===== config.mk =====
export PLATFORM = sky130hd
export DESIGN_NAME = math_adder_multiword_seq
export DESIGN_NICKNAME = d
export VERILOG_FILES = /design/src/rtl/math_adder_pkg.sv /design/src/rtl/math_adder_brent_kung_032.sv /design/src/rtl/math_adder_multiword_seq.sv
export SDC_FILE = /design/constraint.sdc
export NUM_CORES = 1
export LEC_CHECK = 0
export ABC_AREA = 1
export CAP_MARGIN = 20
export CORE_ASPECT_RATIO = 1.5
export CORE_MARGIN = 2
export CORE_UTILIZATION = 45
export CTS_CLUSTER_SIZE = 30
export DETAILED_ROUTE_END_ITERATION = 10
export HOLD_SLACK_MARGIN = 0.02
export MAX_ROUTING_LAYER = met4
export PLACE_DENSITY = 0.77
export SYNTH_ARGS = -nofsm -noshare
export SYNTH_HDL_FRONTEND = slang
export SYNTH_SLANG_ARGS = --single-unit
export TNS_END_PERCENT = 20

===== constraint.sdc =====
create_clock -name i_clk -period 3.55 [get_ports i_clk]
set_input_delay 0.355 -clock i_clk [delete_from_list [all_inputs] [get_ports i_clk]]
set_output_delay 0.355 -clock i_clk [all_outputs]
set_load 0.05 [all_outputs]

===== src/rtl/math_adder_pkg.sv =====
// Shared definitions for the multi-word sequential adder.
//   WORD_W     : width of one datapath word (the per-cycle adder width)
//   WORD_LG    : log2(WORD_W), used to turn a word index into a bit offset
//   state_e    : FSM state encoding (IDLE / ADD / DONE)
//   cnt_width(): word-counter width for a given word count, never below 1 bit
package math_adder_pkg;

  localparam int WORD_W  = 32;
  localparam int WORD_LG = 5;

  typedef enum logic [1:0] {
    ST_IDLE = 2'd0,
    ST_ADD  = 2'd1,
    ST_DONE = 2'd2
  } state_e;

  function automatic int cnt_width(input int nw);
    if (nw > 1) begin
      return $clog2(nw);
    end else begin
      return 1;
    end
  endfunction

endpackage


===== src/rtl/math_adder_brent_kung_032.sv =====
// 32-bit combinational Brent-Kung parallel-prefix adder.
// Ports:
//   a, b : 32-bit addends
//   ci   : carry into bit 0
//   sum  : 32-bit sum
//   co   : carry out of bit 31
module math_adder_brent_kung_032
  import math_adder_pkg::*;
(
  input  logic [WORD_W-1:0] a,
  input  logic [WORD_W-1:0] b,
  input  logic              ci,
  output logic [WORD_W-1:0] sum,
  output logic              co
);

  logic [WORD_W-1:0] grp_g_s;
  logic [WORD_W-1:0] grp_p_s;
  logic [WORD_W:0]   carry_s;

  // Prefix tree: up-sweep builds power-of-two spans, down-sweep fills the rest,
  // leaving grp_g_s[i]/grp_p_s[i] as generate/propagate of bits [i:0].
  always_comb begin
    logic [WORD_W-1:0] gg_v;
    logic [WORD_W-1:0] pp_v;
    gg_v = a & b;
    pp_v = a ^ b;
    for (int lvl = 0; lvl < WORD_LG; lvl++) begin
      for (int i = (2 << lvl) - 1; i < WORD_W; i += (2 << lvl)) begin
        gg_v[i] = gg_v[i] | (pp_v[i] & gg_v[i - (1 << lvl)]);
        pp_v[i] = pp_v[i] & pp_v[i - (1 << lvl)];
      end
    end
    for (int lvl = WORD_LG - 2; lvl >= 0; lvl--) begin
      for (int i = 3 * (1 << lvl) - 1; i < WORD_W; i += (2 << lvl)) begin
        gg_v[i] = gg_v[i] | (pp_v[i] & gg_v[i - (1 << lvl)]);
        pp_v[i] = pp_v[i] & pp_v[i - (1 << lvl)];
      end
    end
    grp_g_s = gg_v;
    grp_p_s = pp_v;
  end

  // Fold the carry-in into every prefix to get the carry into each bit.
  always_comb begin
    carry_s    = '0;
    carry_s[0] = ci;
    for (int i = 0; i < WORD_W; i++) begin
      carry_s[i+1] = grp_g_s[i] | (grp_p_s[i] & ci);
    end
  end

  assign sum = (a ^ b) ^ carry_s[WORD_W-1:0];
  assign co  = carry_s[WORD_W];

endmodule


===== src/rtl/math_adder_multiword_seq.sv =====
// Sequential multi-word adder: accepts W-bit operands with a valid/ready
// handshake, adds them one 32-bit word per cycle through a single
// Brent-Kung adder (least significant word first), then presents the
// registered sum and carry-out until the consumer takes them.
// Ports:
//   i_clk, i_rst       : clock, synchronous active-high reset
//   i_valid / o_ready  : operand handshake (o_ready only in IDLE)
//   i_a, i_b, i_c      : addends and carry-in, captured at acceptance
//   o_valid / i_ready  : result handshake
//   o_sum, o_carry     : registered result, {o_carry,o_sum} = a + b + c
//   o_overflow         : signed overflow flag, present only when
//                        MATH_ADDER_SEQ_OVERFLOW_EN is defined
// Parameter W: operand width, a multiple of 32 and at least 32.
module math_adder_multiword_seq
  import math_adder_pkg::*;
#(
  parameter int W = 128
) (
  input  logic         i_clk,
  input  logic         i_rst,
  input  logic         i_valid,
  output logic         o_ready,
  input  logic [W-1:0] i_a,
  input  logic [W-1:0] i_b,
  input  logic         i_c,
  output logic         o_valid,
  input  logic         i_ready,
  output logic [W-1:0] o_sum,
  output logic         o_carry
`ifdef MATH_ADDER_SEQ_OVERFLOW_EN
  ,
  output logic         o_overflow
`endif
);

  localparam int NW    = W / WORD_W;
  localparam int CNT_W = cnt_width(NW);
  localparam logic [CNT_W-1:0] LAST_K = CNT_W'(NW - 1);

  state_e              state_r;
  state_e              next_state_s;
  logic [W-1:0]        a_r;
  logic [W-1:0]        b_r;
  logic [W-1:0]        sum_r;
  logic                carry_r;
  logic [CNT_W-1:0]    cnt_r;
  logic [W-1:0]        res_sum_r;
  logic                res_carry_r;
  logic                valid_r;

  logic                ready_s;
  logic                add_en_s;
  logic                accept_s;
  logic                last_word_s;
  logic [CNT_W+WORD_LG-1:0] word_lo_s;
  logic [WORD_W-1:0]   word_a_s;
  logic [WORD_W-1:0]   word_b_s;
  logic [WORD_W-1:0]   word_sum_s;
  logic                word_co_s;
  logic [W-1:0]        sum_next_s;

  assign last_word_s = (cnt_r == LAST_K);
  assign word_lo_s   = {cnt_r, {WORD_LG{1'b0}}};
  assign word_a_s    = a_r[word_lo_s +: WORD_W];
  assign word_b_s    = b_r[word_lo_s +: WORD_W];
  assign accept_s    = ready_s & i_valid;

  math_adder_brent_kung_032 u_word_adder (
    .a   (word_a_s),
    .b   (word_b_s),
    .ci  (carry_r),
    .sum (word_sum_s),
    .co  (word_co_s)
  );

  // Working sum with the current word replaced by this cycle's adder output.
  always_comb begin
    sum_next_s = sum_r;
    sum_next_s[word_lo_s +: WORD_W] = word_sum_s;
  end

  // FSM state register.
  always_ff @(posedge i_clk) begin
    if (i_rst) begin
      state_r <= ST_IDLE;
    end else begin
      state_r <= next_state_s;
    end
  end

  // FSM next-state decode.
  always_comb begin
    next_state_s = state_r;
    case (state_r)
      ST_IDLE: begin
        if (i_valid) begin
          next_state_s = ST_ADD;
        end else begin
          next_state_s = ST_IDLE;
        end
      end
      ST_ADD: begin
        if (last_word_s) begin
          next_state_s = ST_DONE;
        end else begin
          next_state_s = ST_ADD;
        end
      end
      ST_DONE: begin
        if (i_ready) begin
          next_state_s = ST_IDLE;
        end else begin
          next_state_s = ST_DONE;
        end
      end
      default: next_state_s = ST_IDLE;
    endcase
  end

  // FSM output decode; ready is held low while reset is asserted.
  always_comb begin
    ready_s  = 1'b0;
    add_en_s = 1'b0;
    case (state_r)
      ST_IDLE: begin
        if (i_rst) begin
          ready_s = 1'b0;
        end else begin
          ready_s = 1'b1;
        end
      end
      ST_ADD: begin
        add_en_s = 1'b1;
      end
      ST_DONE: begin
        ready_s  = 1'b0;
        add_en_s = 1'b0;
      end
      default: begin
        ready_s  = 1'b0;
        add_en_s = 1'b0;
      end
    endcase
  end

  // Operand capture and word-serial accumulation.
  always_ff @(posedge i_clk) begin
    if (i_rst) begin
      a_r     <= '0;
      b_r     <= '0;
      sum_r   <= '0;
      carry_r <= 1'b0;
      cnt_r   <= '0;
    end else if (accept_s) begin
      a_r     <= i_a;
      b_r     <= i_b;
      sum_r   <= '0;
      carry_r <= i_c;
      cnt_r   <= '0;
    end else if (add_en_s) begin
      sum_r   <= sum_next_s;
      carry_r <= word_co_s;
      cnt_r   <= cnt_r + CNT_W'(1);
    end else begin
      cnt_r   <= cnt_r;
    end
  end

  // Result registers: only updated on the final word, so an aborted or
  // in-progress operation never shows up on o_sum/o_carry.
  always_ff @(posedge i_clk) begin
    if (i_rst) begin
      res_sum_r   <= '0;
      res_carry_r <= 1'b0;
      valid_r     <= 1'b0;
    end else begin
      if (add_en_s && last_word_s) begin
        res_sum_r   <= sum_next_s;
        res_carry_r <= word_co_s;
      end
      valid_r <= (next_state_s == ST_DONE);
    end
  end

`ifdef MATH_ADDER_SEQ_OVERFLOW_EN
  logic ovf_r;

  // Signed overflow: like-signed operands producing a result of the other sign.
  always_ff @(posedge i_clk) begin
    if (i_rst) begin
      ovf_r <= 1'b0;
    end else if (add_en_s && last_word_s) begin
      ovf_r <= (a_r[W-1] == b_r[W-1]) && (sum_next_s[W-1] != a_r[W-1]);
    end else begin
      ovf_r <= ovf_r;
    end
  end

  assign o_overflow = ovf_r;
`endif

  assign o_ready = ready_s;
  assign o_valid = valid_r;
  assign o_sum   = res_sum_r;
  assign o_carry = res_carry_r;

endmodule


==> results.yml, run 1 <==
run_status:
  status: "finished, final reports clean"
setup_path:
  crit_arrival_ns: 3.89
  crit_start: "cnt_r[0]"
  r2r_end: "o_sum[126]"
  worst-r2r-cell-count: 19
  r2r_slack_ns: 0.18
  reg2reg_from: "cnt_r[0]"
  startpoint_type: "register"
  critPathKind: "register to register"
  required_ns: 4.07
  crit_fanout: 36
  critPathCaptureType: "register"
  endpoint: "o_sum[126]"
grt:
  track_usage: 0.283
  grt_overflow: 0
  antenna_found_initial: 0
  grtUsageMet1: 0.350
  met3_usage: 0.0274
  use_met2: 0.472
  grt_max_degree: 264
  grt_pass1_wl_um: 120000
  busiest_layer: "met2"
  grt_pass1_vias: 21700
clocking:
  cts_made_buffers: 49
  cts-root-buf: "clkbuf_16"
  cts_buffer_depth: 3
  clk_pin_slew_ns: 0.07
  htree_levels: 2
  cts.sinks: 519
  cts_tree: "yes"
  holdBufCountCts: 0
  clkLatencyLatePin_ns: 0.58
timing:
  max_freq_mhz: 296
  period_share: 0.951
  setup_viol_count_final: 0
  period_needed_ns: 3.37
  rsz0062_at_grt: "yes"
  worstMarginPinSlew_ns: 1.21
  post-route-worst-setup-slack_ns: 0.175
  hold_viol_final: 0
  max_slew_margin: 0.195
  hold_ws_ns: 0.321
  fin_skew_ns: 0.0135
  slew_violations: 0
synth:
  synth_edf_count: 0
  netlist_instances: 3337
  syn_area_per_cell_um2: 7.17
  yosysMostFrequentCell: "nand3_1"
  synthesis.area_um2: 23900
  yosys.area.top_type: "dfxtp_1"
  ys_seq_area_frac: 0.434
  synthArstFlopShare: 0
  ys_types: 41
  ys.flop_type: "dfxtp_1"
  ys_top_cells_by_count: "nand3_1 (597), dfxtp_1 (519), nand2_1 (462), inv_1 (402), o21ai_0 (330)"
  syn_nets: 3637
  yosys-top-cells-area: "dfxtp_1 (43%), nand3_1 (12%), nand2_1 (7.2%), o21ai_0 (6.9%), inv_1 (6.3%)"
  synth_top_area_share: 0.434
  ys_ff_latch: 519
  yosysWarningCount: 0
finish:
  syn_to_final_growth_pct: 26.3
  fin_nets: 3868
  final_area_um2: 30200
  fin_cells: 4290
  multi_input_area_um2: 11100
  drive_above_1_share: 0.0632
  n_fill_cell: 4921
  seq_area_um2: 10400
pwr:
  power_leakage_nw: 14.2
  p_sw_frac: 0.280
  pwr-share-comb: 0.162
  power_switching_mw: 3.96
  clock_power_share: 0.396
  irDropWorstVdd_uv: 315
  power.density_nw_per_um2: 467
  p_int_mw: 10.2
  p_total_mw: 14.1
  p_seq_frac: 0.442
floorplanning:
  chipHeight_um: 286
  core_area_um2: 52600
  dieArea_um2: 55100
  start_util: 0.455
  die_width_um: 192
  rows: 103
  io_pins: 392
detailed_routing:
  via_count: 23500
  ant_nets: 0
  detail_route.iter0.violations: 2091
  routed_via_density: 5.49
  dr.pass1.iters: 6
  wl_um: 78700
  routedWlPerCell_um: 18.4
  drcViolationCount: 0
placement:
  dp.cells: 4189
  io_buffers: 391
  dp.final_hpwl_um: 53300
  dpl_worst_slack_ns: 0.190
  gp_congestion: 0.881
  postPlaceCellArea_um2: 28300
min_path:
  hold_class: "input pin to register"
run:
  drv_cap: 0
area by class of cell:
class,count,share of cell area
clock buffers,65,0.0472
diodes,1,0.0000827
flip-flops and latches,519,0.344
multi-input cells,2139,0.368
clock inverters,25,0.00951
repair buffers,449,0.152
well taps,682,0.0282
inverters,410,0.0514
worst min-delay path by stage:
stage                  from  endpoint  depth (start not counted)
floorplan             i_rst   carry_r                          1
global placement    a_r[52]   a_r[52]                          2
detailed placement  a_r[52]   a_r[52]                          2
CTS                 i_a[68]   a_r[68]                          3
global route         i_b[5]    b_r[5]                          3
finish              i_valid   a_r[34]                          3
layout by cell type, fill, tap and decap left out, types with 7 or more instances in the layout:
master	Yosys	layout
nand3_1	597	596
clkbuf_16	0	53
nor2_1	203	200
clkinv_2	0	7
o21a_1	27	27
o21ai_1	23	25
o21ai_0	330	327
o22ai_1	126	125
clkbuf_8	0	11
nand2_2	23	24
xnor2_1	13	11
inv_1	402	400
ha_1	38	38
clkdlybuf4s50_1	0	390
buf_12	0	12
o211ai_1	15	15
nand2_1	462	459
clkinvlp_4	0	7
buf_4	0	39
dfxtp_1	519	517
o21bai_1	96	96
a21oi_1	120	119
layer usage:
layer  up-vias  wire length (um)
li1      11500                 -
met1     10900             31700
met2       946             38500
met3       173              4980
met4         0              3560
met5         -                 0
power by group through the flow:
stage	logic, mW	registers, mW	clock network (mW)
after floorplan	1.34	6.33	0
after global placement	2.17	6.37	0
after detailed placement	2.19	6.38	0
after CTS	2.20	6.25	5.67
after global routing	2.49	6.28	5.88
final	2.28	6.25	5.60
logic make-up after synthesis:
logic type	Yosys count	synth area share
AO/OA/AOI/OAI	759	0.183
XOR/XNOR	19	0.00695
AND/OR/NAND/NOR	1322	0.248
flip-flops	519	0.434
adder cells (fa/ha/maj)	39	0.0207
buffers and inverters	679	0.107
worst max-delay path, cell delays in order, from the launching register on:
cell and delay, ns:
dfxtp_4 0.41, buf_4 0.15, buf_16 0.18, buf_4 0.34, o21ai_0 0.12, o22ai_1 0.29
ha_1 0.34, a21oi_1 0.14, o21ai_0 0.08, a21oi_1 0.20, nand2_2 0.10, nand2_2 0.10
nand2_2 0.06, nand2_2 0.10, nand3_1 0.12, nor2_1 0.23, nand2_1 0.10, nand3_1 0.08
nand2_1 0.07, inv_1 0.05
per-stage QoR:
stage | utilization | setup TNS [ns]
finish | 0.575 | 0
global route | 0.575 | -0.104
CTS | 0.571 | 0
detailed placement | 0.538 | 0
global placement | 0.538 | 0
floorplan | - | 0
timing repair:
action,CTS,global route
setup endpoints to repair,0,71
setup buffers,0,8
resized for setup,0,27
registers in the layout (all words and copies together) (netlist names):
signal	cells
a_r	128
b_r	128
carry_r	1
cnt_r	2
o_carry	1
o_sum	128
o_valid	1
state_r	2
sum_r	128
Power figures use the tool's default switching activity.
==> inputs of run 2 (changes only) <==
Settings changed: CAP_MARGIN 20 to 40.
==> results of run 2 <==
Final layout, timing and power as in run 1 (identical DEF).
